[src/rtl/video_line_writer.sv]
// Packs visible capture pixels into a RAM line ring and publishes completed lines; writes appear 1 clock after commit.
// No backpressure on the pixel stream: when every slot is still unconsumed the line is dropped and overflow sticks.
module video_line_writer #(
  parameter int SLOT_BITS    = 2,
  parameter int H_ACTIVE     = 720,
  parameter int V_ACTIVE     = 480,
  parameter int H_ACTIVE_DBL = 640,
  parameter int V_ACTIVE_DBL = 240,
  parameter int TRIGGER_LINE = 2
) (
  input  logic                   clock,
  input  logic                   reset,
  input  logic [7:0]             red,
  input  logic [7:0]             green,
  input  logic [7:0]             blue,
  input  logic [11:0]            counterX,
  input  logic [11:0]            counterY,
  input  logic                   line_doubler,
  input  logic                   add_line,
  input  logic                   line_consumed,
  output logic                   wren,
  output logic [SLOT_BITS+9:0]   wraddr,
  output logic [23:0]            wrdata,
  output logic                   line_ready,
  output logic [SLOT_BITS-1:0]   ready_slot,
  output logic [9:0]             ready_line,
  output logic [SLOT_BITS:0]     fill,
  output logic                   overflow,
  output logic                   frame_240p,
  output logic                   starttrigger
);

  localparam logic [SLOT_BITS:0] FILL_MAX = {1'b1, {SLOT_BITS{1'b0}}};
  localparam logic [11:0] HA_N = 12'(H_ACTIVE);
  localparam logic [11:0] VA_N = 12'(V_ACTIVE);
  localparam logic [11:0] HA_D = 12'(H_ACTIVE_DBL);
  localparam logic [11:0] VA_D = 12'(V_ACTIVE_DBL);
  localparam logic [9:0]  TRIG = 10'(TRIGGER_LINE);

  typedef enum logic [1:0] {WAIT_FRAME, ACTIVE, BLANK, DROP} state_t;

  state_t               state_q, state_d;
  logic [11:0]          x_prev_q;
  logic [11:0]          ha_q, ha_d, va_q, va_d;
  logic [SLOT_BITS-1:0] wr_slot_q, wr_slot_d, slot_next;
  logic [9:0]           cur_line_q, cur_line_d;
  logic [SLOT_BITS:0]   fill_q, fill_d;
  logic                 overflow_q, overflow_d, frame_240p_q, frame_240p_d;
  logic                 starttrigger_q, starttrigger_d;
  logic                 wren_q, wren_d, line_ready_q, line_ready_d;
  logic [SLOT_BITS+9:0] wraddr_q, wraddr_d;
  logic [23:0]          wrdata_q, wrdata_d;
  logic [SLOT_BITS-1:0] ready_slot_q, ready_slot_d;
  logic [9:0]           ready_line_q, ready_line_d;

  logic        commit, line_start, frame_start, consume, publish, full;
  logic [11:0] ha_eff, va_eff;

  always_comb begin
    commit      = (counterX != x_prev_q);
    line_start  = (counterX == 12'd0) && (x_prev_q != 12'd0);
    frame_start = line_start && (counterY == 12'd0);
    ha_eff      = frame_start ? (line_doubler ? HA_D : HA_N) : ha_q;
    va_eff      = frame_start ? (line_doubler ? VA_D : VA_N) : va_q;
    consume     = line_consumed && (fill_q != '0);

    state_d        = state_q;
    ha_d           = ha_q;
    va_d           = va_q;
    wr_slot_d      = wr_slot_q;
    cur_line_d     = cur_line_q;
    overflow_d     = overflow_q;
    frame_240p_d   = frame_240p_q;
    starttrigger_d = starttrigger_q;
    wren_d         = 1'b0;
    wraddr_d       = wraddr_q;
    wrdata_d       = wrdata_q;
    line_ready_d   = 1'b0;
    ready_slot_d   = ready_slot_q;
    ready_line_d   = ready_line_q;
    publish        = 1'b0;

    case (state_q)
      ACTIVE: begin
        // A line start while still ACTIVE means the line ended short.
        if (line_start) begin
          publish = 1'b1;
        end else if (commit && (counterX < ha_q)) begin
          wren_d   = 1'b1;
          wraddr_d = {wr_slot_q, counterX[9:0]};
          wrdata_d = {red, green, blue};
          if (counterX == ha_q - 12'd1) begin
            publish = 1'b1;
            state_d = BLANK;
          end
        end
      end
      BLANK: if (counterY >= va_q) state_d = WAIT_FRAME;
      default: ;
    endcase

    slot_next = publish ? wr_slot_q + 1'b1 : wr_slot_q;
    fill_d    = fill_q;
    if (publish) fill_d = fill_d + 1'b1;
    if (consume) fill_d = fill_d - 1'b1;
    full = (fill_d == FILL_MAX);

    if (publish) begin
      line_ready_d = 1'b1;
      ready_slot_d = wr_slot_q;
      ready_line_d = cur_line_q;
      wr_slot_d    = slot_next;
      if (cur_line_q == TRIG) starttrigger_d = 1'b1;
    end

    // The new line's first pixel commits on the line-start clock itself.
    if (line_start && (frame_start || state_q != WAIT_FRAME)) begin
      if (frame_start) begin
        ha_d         = ha_eff;
        va_d         = va_eff;
        frame_240p_d = add_line;
      end
      if (counterY < va_eff) begin
        if (full) begin
          state_d    = DROP;
          overflow_d = 1'b1;
        end else begin
          state_d    = ACTIVE;
          cur_line_d = counterY[9:0];
          if (ha_eff != 12'd0) begin
            wren_d   = 1'b1;
            wraddr_d = {slot_next, counterX[9:0]};
            wrdata_d = {red, green, blue};
          end
        end
      end else begin
        state_d = WAIT_FRAME;
      end
    end
  end

  always_ff @(posedge clock) begin
    if (reset) begin
      state_q        <= WAIT_FRAME;
      x_prev_q       <= '0;
      ha_q           <= HA_N;
      va_q           <= VA_N;
      wr_slot_q      <= '0;
      cur_line_q     <= '0;
      fill_q         <= '0;
      overflow_q     <= 1'b0;
      frame_240p_q   <= 1'b0;
      starttrigger_q <= 1'b0;
      wren_q         <= 1'b0;
      wraddr_q       <= '0;
      wrdata_q       <= '0;
      line_ready_q   <= 1'b0;
      ready_slot_q   <= '0;
      ready_line_q   <= '0;
    end else begin
      state_q        <= state_d;
      x_prev_q       <= counterX;
      ha_q           <= ha_d;
      va_q           <= va_d;
      wr_slot_q      <= wr_slot_d;
      cur_line_q     <= cur_line_d;
      fill_q         <= fill_d;
      overflow_q     <= overflow_d;
      frame_240p_q   <= frame_240p_d;
      starttrigger_q <= starttrigger_d;
      wren_q         <= wren_d;
      wraddr_q       <= wraddr_d;
      wrdata_q       <= wrdata_d;
      line_ready_q   <= line_ready_d;
      ready_slot_q   <= ready_slot_d;
      ready_line_q   <= ready_line_d;
    end
  end

  assign wren         = wren_q;
  assign wraddr       = wraddr_q;
  assign wrdata       = wrdata_q;
  assign line_ready   = line_ready_q;
  assign ready_slot   = ready_slot_q;
  assign ready_line   = ready_line_q;
  assign fill         = fill_q;
  assign overflow     = overflow_q;
  assign frame_240p   = frame_240p_q;
  assign starttrigger = starttrigger_q;

endmodule
[config.mk]
export PLATFORM = sky130hd
export DESIGN_NAME = video_line_writer
export DESIGN_NICKNAME = d
export VERILOG_FILES = /design/src/rtl/video_line_writer.sv
export SDC_FILE = /design/constraint.sdc
export NUM_CORES = 1
export LEC_CHECK = 0
export ABC_AREA = 1
export BUFFER_PORTS_ARGS = -buffer_cell sky130_fd_sc_hd__buf_2
export CAP_MARGIN = 10
export CORE_UTILIZATION = 55
export DETAILED_ROUTE_END_ITERATION = 8
export GPL_ROUTABILITY_DRIVEN = 0
export HOLD_SLACK_MARGIN = 0.03
export PLACE_DENSITY = 0.76
export SLEW_MARGIN = 10
export SYNTH_ARGS = -nofsm -noshare
export SYNTH_HDL_FRONTEND = slang
export SYNTH_SLANG_ARGS = --single-unit
[constraint.sdc]
create_clock -name clock -period 4.08 [get_ports clock]
set_input_delay 0.816 -clock clock [delete_from_list [all_inputs] [get_ports clock]]
set_output_delay 0.816 -clock clock [all_outputs]
set_load 0.1 [all_outputs]
# After elaboration in Yosys (flattened, before gate mapping)
# Cells that the tools add are included.
dict set report classes {
  add_sub_neg 4
  order_cmp 3
  eq_ne 10
  n_mux 41
  bitwise_logic 1
  n_reduce_logical 18
}
# cell n
set op_table {}
lappend op_table {{24-bit 2-to-1 mux} 7}
lappend op_table {{12-bit 2-to-1 mux} 9}
lappend op_table {{12-bit logical NOT} 2}
lappend op_table {{12-bit < comparator} 2}
lappend op_table {{12-bit nonzero test} 2}
lappend op_table {{2-bit 2-to-1 mux} 8}
lappend op_table {{12-bit equality test} 1}
lappend op_table {{12-bit >= comparator} 1}
lappend op_table {{1-bit 2-to-1 mux} 12}
lappend op_table {{12-bit != test} 1}
lappend op_table {{3-bit != test, second input constant} 4}
lappend op_table {{12-bit by 1-bit subtractor with 12-bit output, second input constant} 1}
lappend op_table {{10-bit by 2-bit equality test with 1-bit output, second input constant} 1}
lappend op_table {{9-bit 2-to-1 mux} 1}
lappend op_table {{7-bit 2-to-1 mux} 1}
lappend op_table {{3-bit 2-to-1 mux} 2}
lappend op_table {{3-bit AND reduction} 2}
lappend op_table {{3-bit nonzero test} 2}
lappend op_table {{1-bit logical AND} 5}
lappend op_table {{5-bit AND reduction} 1}
lappend op_table {{2-bit one-hot mux with 2 select lines} 1}
lappend op_table {{2-bit AND reduction} 2}
lappend op_table {{3-bit by 1-bit adder with 3-bit output, second input constant} 1}
lappend op_table {{3-bit equality test, second input constant} 1}
lappend op_table {{other kinds (7)} 7}
dict set report word_totals {
  reg_bits 106
  in_bits 53
  wordCells 93
}

# Depth between registers and ports, before layout
dict set report depth {
  word_depth 13
  ltp_mapped 26
  ltp_nobuf 25
}

# Least setup slack after synthesis
# OpenSTA, ideal clock, no wires.
dict set report synth_path {
  path_kind {input-to-reg}
  from {input counterX[6]}
  to {register cur_line_q[0]}
  arrival_ns 3.315
  path_slack_ns 0.649
  path_stages 18
  n_path_buf 1
  path_cell_list {nor4_1 > nand2_1 > nor2_1 > nand2_1 > or2_2 > nand2_1 > inv_1 > ha_1 > nand3_1 > a31oi_1 > inv_1 > o211a_1 > nand2_1 > nor2_1 > buf_2 > nand2_1 > o21ai_0 > nor2_1}
}
dict set report synth_between {
  elab_chain_len 11
}
# element line_no
set synth_rtl {}
lappend synth_rtl {{start: declaration} 16} ;# input logic [11:0] counterX,
lappend synth_rtl {{12-bit < comparator (tied with other cells)} 88} ;# end else if (commit && (counterX < ha_q)) begin
lappend synth_rtl {{1-bit logical AND or 1-bit 2-to-1 mux (tied branches)} {88, 92}}
lappend synth_rtl {{1-bit 2-to-1 mux} 88}
lappend synth_rtl {{1-bit 2-to-1 mux} 86} ;# if (line_start) begin
lappend synth_rtl {{1-bit 2-to-1 mux} 83} ;# case (state_q)
lappend synth_rtl {{3-bit 2-to-1 mux} 104} ;# if (publish) fill_d = fill_d + 1'b1;
lappend synth_rtl {{3-bit by 1-bit subtractor with 3-bit output} 105} ;# if (consume) fill_d = fill_d - 1'b1;
lappend synth_rtl {{3-bit 2-to-1 mux} 105}
lappend synth_rtl {{3-bit equality test} 106} ;# full = (fill_d == FILL_MAX);
lappend synth_rtl {{1-bit inverter (no source line)} n/a}
lappend synth_rtl {{3-bit AND reduction (no source line) (*)} n/a}
lappend synth_rtl {{end signal: assignment} 166} ;# cur_line_q <= cur_line_d;
lappend synth_rtl {{end: declaration} 46} ;# logic [9:0] cur_line_q, cur_line_d;
# Every way passes the cells marked *; elsewhere a longest branch is shown, timed or not.
# A chain may end at the register's enable or synchronous reset.

# Worst setup path after layout
dict set report layout_path {
  from {input counterX[7]}
  to {register cur_line_q[0]}
}
# The elaborated chain is that of the path after synthesis.

==> summary.txt <==
Synth
  – Seq/Total Area, Yosys: 0.371
  – Post-synth EDFFs: 0
  – Synth warn: 0
  – Mapped Area: 5730 um^2
  – Ys async rst share: 0
  – Synth Register Bits: 106
  – Post-Syn Instances: 811
  – Main area contributors after synthesis: dfxtp_1 (37%), nand2_1 (13%), ha_1 (8.5%)
  – Ys flop type: dfxtp_1
  – Post-Syn Nets: 903
  – Synth Area per Inst: 7.06 um^2
  – Top cell type by total area after synthesis: dfxtp_1
  – Yosys top cell area share: 0.371
  – Synth unique cells: 38

Final layout
  – Layout area overhead: 15.0%
  – Share of cells above drive strength 1: 0.184
  – Storage cell area: 2120 um^2
  – Area of the multi-input gates: 3030 um^2
  – Final net count: 1010
  – Ant diodes: 0
  – Filler Cells Inserted: 896

Critical path
  – Type of origin of the critical path: input pin
  – WP data arrival: 4.15 ns
  – Flop2flop setup slack: 0.48 ns
  – Worst R2R End: cur_line_q[0]
  – WS Path Type: in2reg
  – WP data required: 4.35 ns
  – Crit path capture type: flop
  – FF-to-FF Start: ha_q[3]
  – Origin of the worst setup path: counterX[7]
  – CP max FO: 19
  – Worst reg2reg path depth: 23

Clocking
  – CTS clock-pin slew for the worst setup and hold paths: 0.10 ns
  – Hold Buf Count CTS: 0
  – Post-CTS Setup Repair Bufs: 0
  – Bufs on Longest Clock Path: 2
  – Worst skew pair latency: 0.37 ns
  – CTS Buf Count: 9
  – TritonCTS clock tree: done
  – Num Clock Sinks: 106
  – Post-cts sizing count: 0
  – Root Driver: clkbuf_8
  – H-tree lvl count: 3

STA
  – Max-slew violations: 0
  – Max Fclk: 258 MHz
  – Fin. Hold Viols: 0
  – Worst Max-Slew Pin Slew: 0.799 ns
  – Worst Skew: 0.0108 ns
  – # setup viols final: 0
  – Final period util: 0.952
  – Worst hold slack: 0.468 ns
  – RSZ-0062 raised after global routing: no
  – Crit path time final: 3.88 ns
  – Rel. slew slack: 0.467
  – Setup ws final: 0.197 ns

Die
  – Initial core utilization: 0.578
  – Die area: 10800 um^2
  – Chip Width: 104 um
  – Core area: 9910 um^2
  – Die Y: 104 um
  – # rows: 36
  – Boundary Pins: 109

Routing
  – Post-route ant nets: 0
  – DRC violations left: 0
  – Vias: 5523
  – WL final: 14.4 mm
  – DRT iter0 DRCs: 336
  – DR WL/cell: 13.6 um
  – Drt via density: 5.23
  – Router iterations before antenna repair: 5

Hold path
  – Hold Startpoint: frame_240p
  – Worst hold endpoint: frame_240p
  – Hold Crit Depth: 2
  – HP Class: reg2reg

Run status
  – Outcome: finished clean

Place
  – Pre-CTS setup slack: -0.125 ns
  – DP HPWL: 10.9 mm
  – Number of port buffers: 108

Power and ir drop
  – Maximum VDD drop: 0.472 mV
  – Leak Pwr: 3.56 nW
  – Pwr Density: 322 nW/um^2
  – Final Power: 2.12 mW

Global routing
  – Total track usage: 0.271
  – Total gr overflow: 0
  – Largest net degree at the start of global routing: 55
  – Vias in the first global route: 5252
  – Global-route wire length before repair: 24.2 mm
  – Initial antenna violation count: 0

Job
  – Max-Cap Viols: 0
[cell usage in the layout (no fill, tap or decap), types with 3 or more instances in the layout]
cell type  instances
dfxtp_1          106
nand2_2            6
ha_1              39
clkinv_2           3
buf_2            108
nor4_1             3
nor2_1           116
o21a_1             3
mux2i_1            9
a211oi_1           5
mux2_2             9
nand2_1          201
inv_2              5
xor2_1            10
buf_4             16
a21oi_1           33
nor3_1            14
clkbuf_8          10
nand4_1           28
nand3_1           45
o21ai_0           26
inv_1            104
[critical path: stages]
cell     delay, ns
buf_2         0.16
nor4_1        0.60
nand2_1       0.10
nor2_1        0.20
nand2_1       0.13
inv_1         0.22
nor2_1        0.09
ha_1          0.30
nand2_1       0.07
inv_1         0.06
nand2_1       0.06
a31oi_1       0.07
inv_1         0.07
o211a_1       0.15
nand2_1       0.06
nor2_1        0.21
buf_4         0.29
nand2_1       0.20
o21ai_0       0.23
nor2_1        0.06
[state kept, by name, summed over array words and instances, names as in the netlist]
signal,cells
state_q,2
starttrigger,1
wren,1
cur_line_q,10
overflow,1
va_q,12
wr_slot_q,2
fill,3
line_ready,1
frame_240p,1
ha_q,12
ready_line,10
wraddr,12
x_prev_q,12
wrdata,24
ready_slot,2
[metrics by stage]
step           TNS, ns  cell area [um^2]   util  std cells
2_1_floorplan        0              5730      -        811
3_3_place_gp    -0.277              6410  0.647       1040
3_5_place_dp    -0.823              6410  0.647       1040
4_1_cts              0              6590  0.665       1056
5_1_grt              0              6590  0.665       1056
6_report             0              6590  0.665       1056
[per-layer routing]
layer  routed length, um  GRT usage
met1                6670      0.354
met2                6760      0.463
met3                 768     0.0345
met4                 189     0.0827
met5                   0          0
[power breakdown]
part	switching [mW]	internal, mW	leakage [nW]
registers	0.0160	1.05	0.857
clock network	0.368	0.240	0.0964
logic	0.313	0.134	2.61
total	0.697	1.43	3.56
[cell type report]
type | count | area share
Clock buffer | 10 | 0.0209
Clock inverter | 6 | 0.00627
Inverter | 109 | 0.0621
Multi-Input combinational cell | 567 | 0.460
Sequential cell | 106 | 0.322
Tap cell | 133 | 0.0253
Timing Repair Buffer | 125 | 0.103
[kinds of logic after synthesis]
group / Yosys count / share of synthesized area
simple gates: 426 / 0.324
buf+inv: 138 / 0.100
flops: 106 / 0.371
compound gates: 72 / 0.0682
fa+ha+maj: 39 / 0.0852
mux: 18 / 0.0334
xor+xnor: 12 / 0.0184
[synth_stat cells (2+ instances only)]
master	n
a211oi_1	5
a21oi_1	33
a31oi_1	2
buf_1	6
buf_2	3
buf_4	4
buf_6	5
clkbuf_1	11
dfxtp_1	106
ha_1	39
inv_1	104
inv_2	5
mux2_2	9
mux2i_1	9
nand2_1	201
nand2_2	6
nand3_1	45
nand3_4	2
nand3b_1	2
nand4_1	28
nor2_1	116
nor2_2	2
nor3_1	14
nor4_1	3
o21a_1	3
o21ai_0	26
xnor2_1	2
xor2_1	10
[worst max path at each step]
| stage | to | slack [ns] | depth (start not counted) |
|---|---|---|---|
| after floorplan | cur_line_q[0] | 0.65 | 18 |
| after global placement | cur_line_q[4] | -0.03 | 20 |
| after detailed placement | cur_line_q[0] | -0.12 | 20 |
| after CTS | cur_line_q[0] | 0.24 | 20 |
| after global routing | cur_line_q[0] | 0.01 | 20 |
| final | cur_line_q[0] | 0.20 | 20 |
No activity file was read; power rests on OpenSTA's default activity.
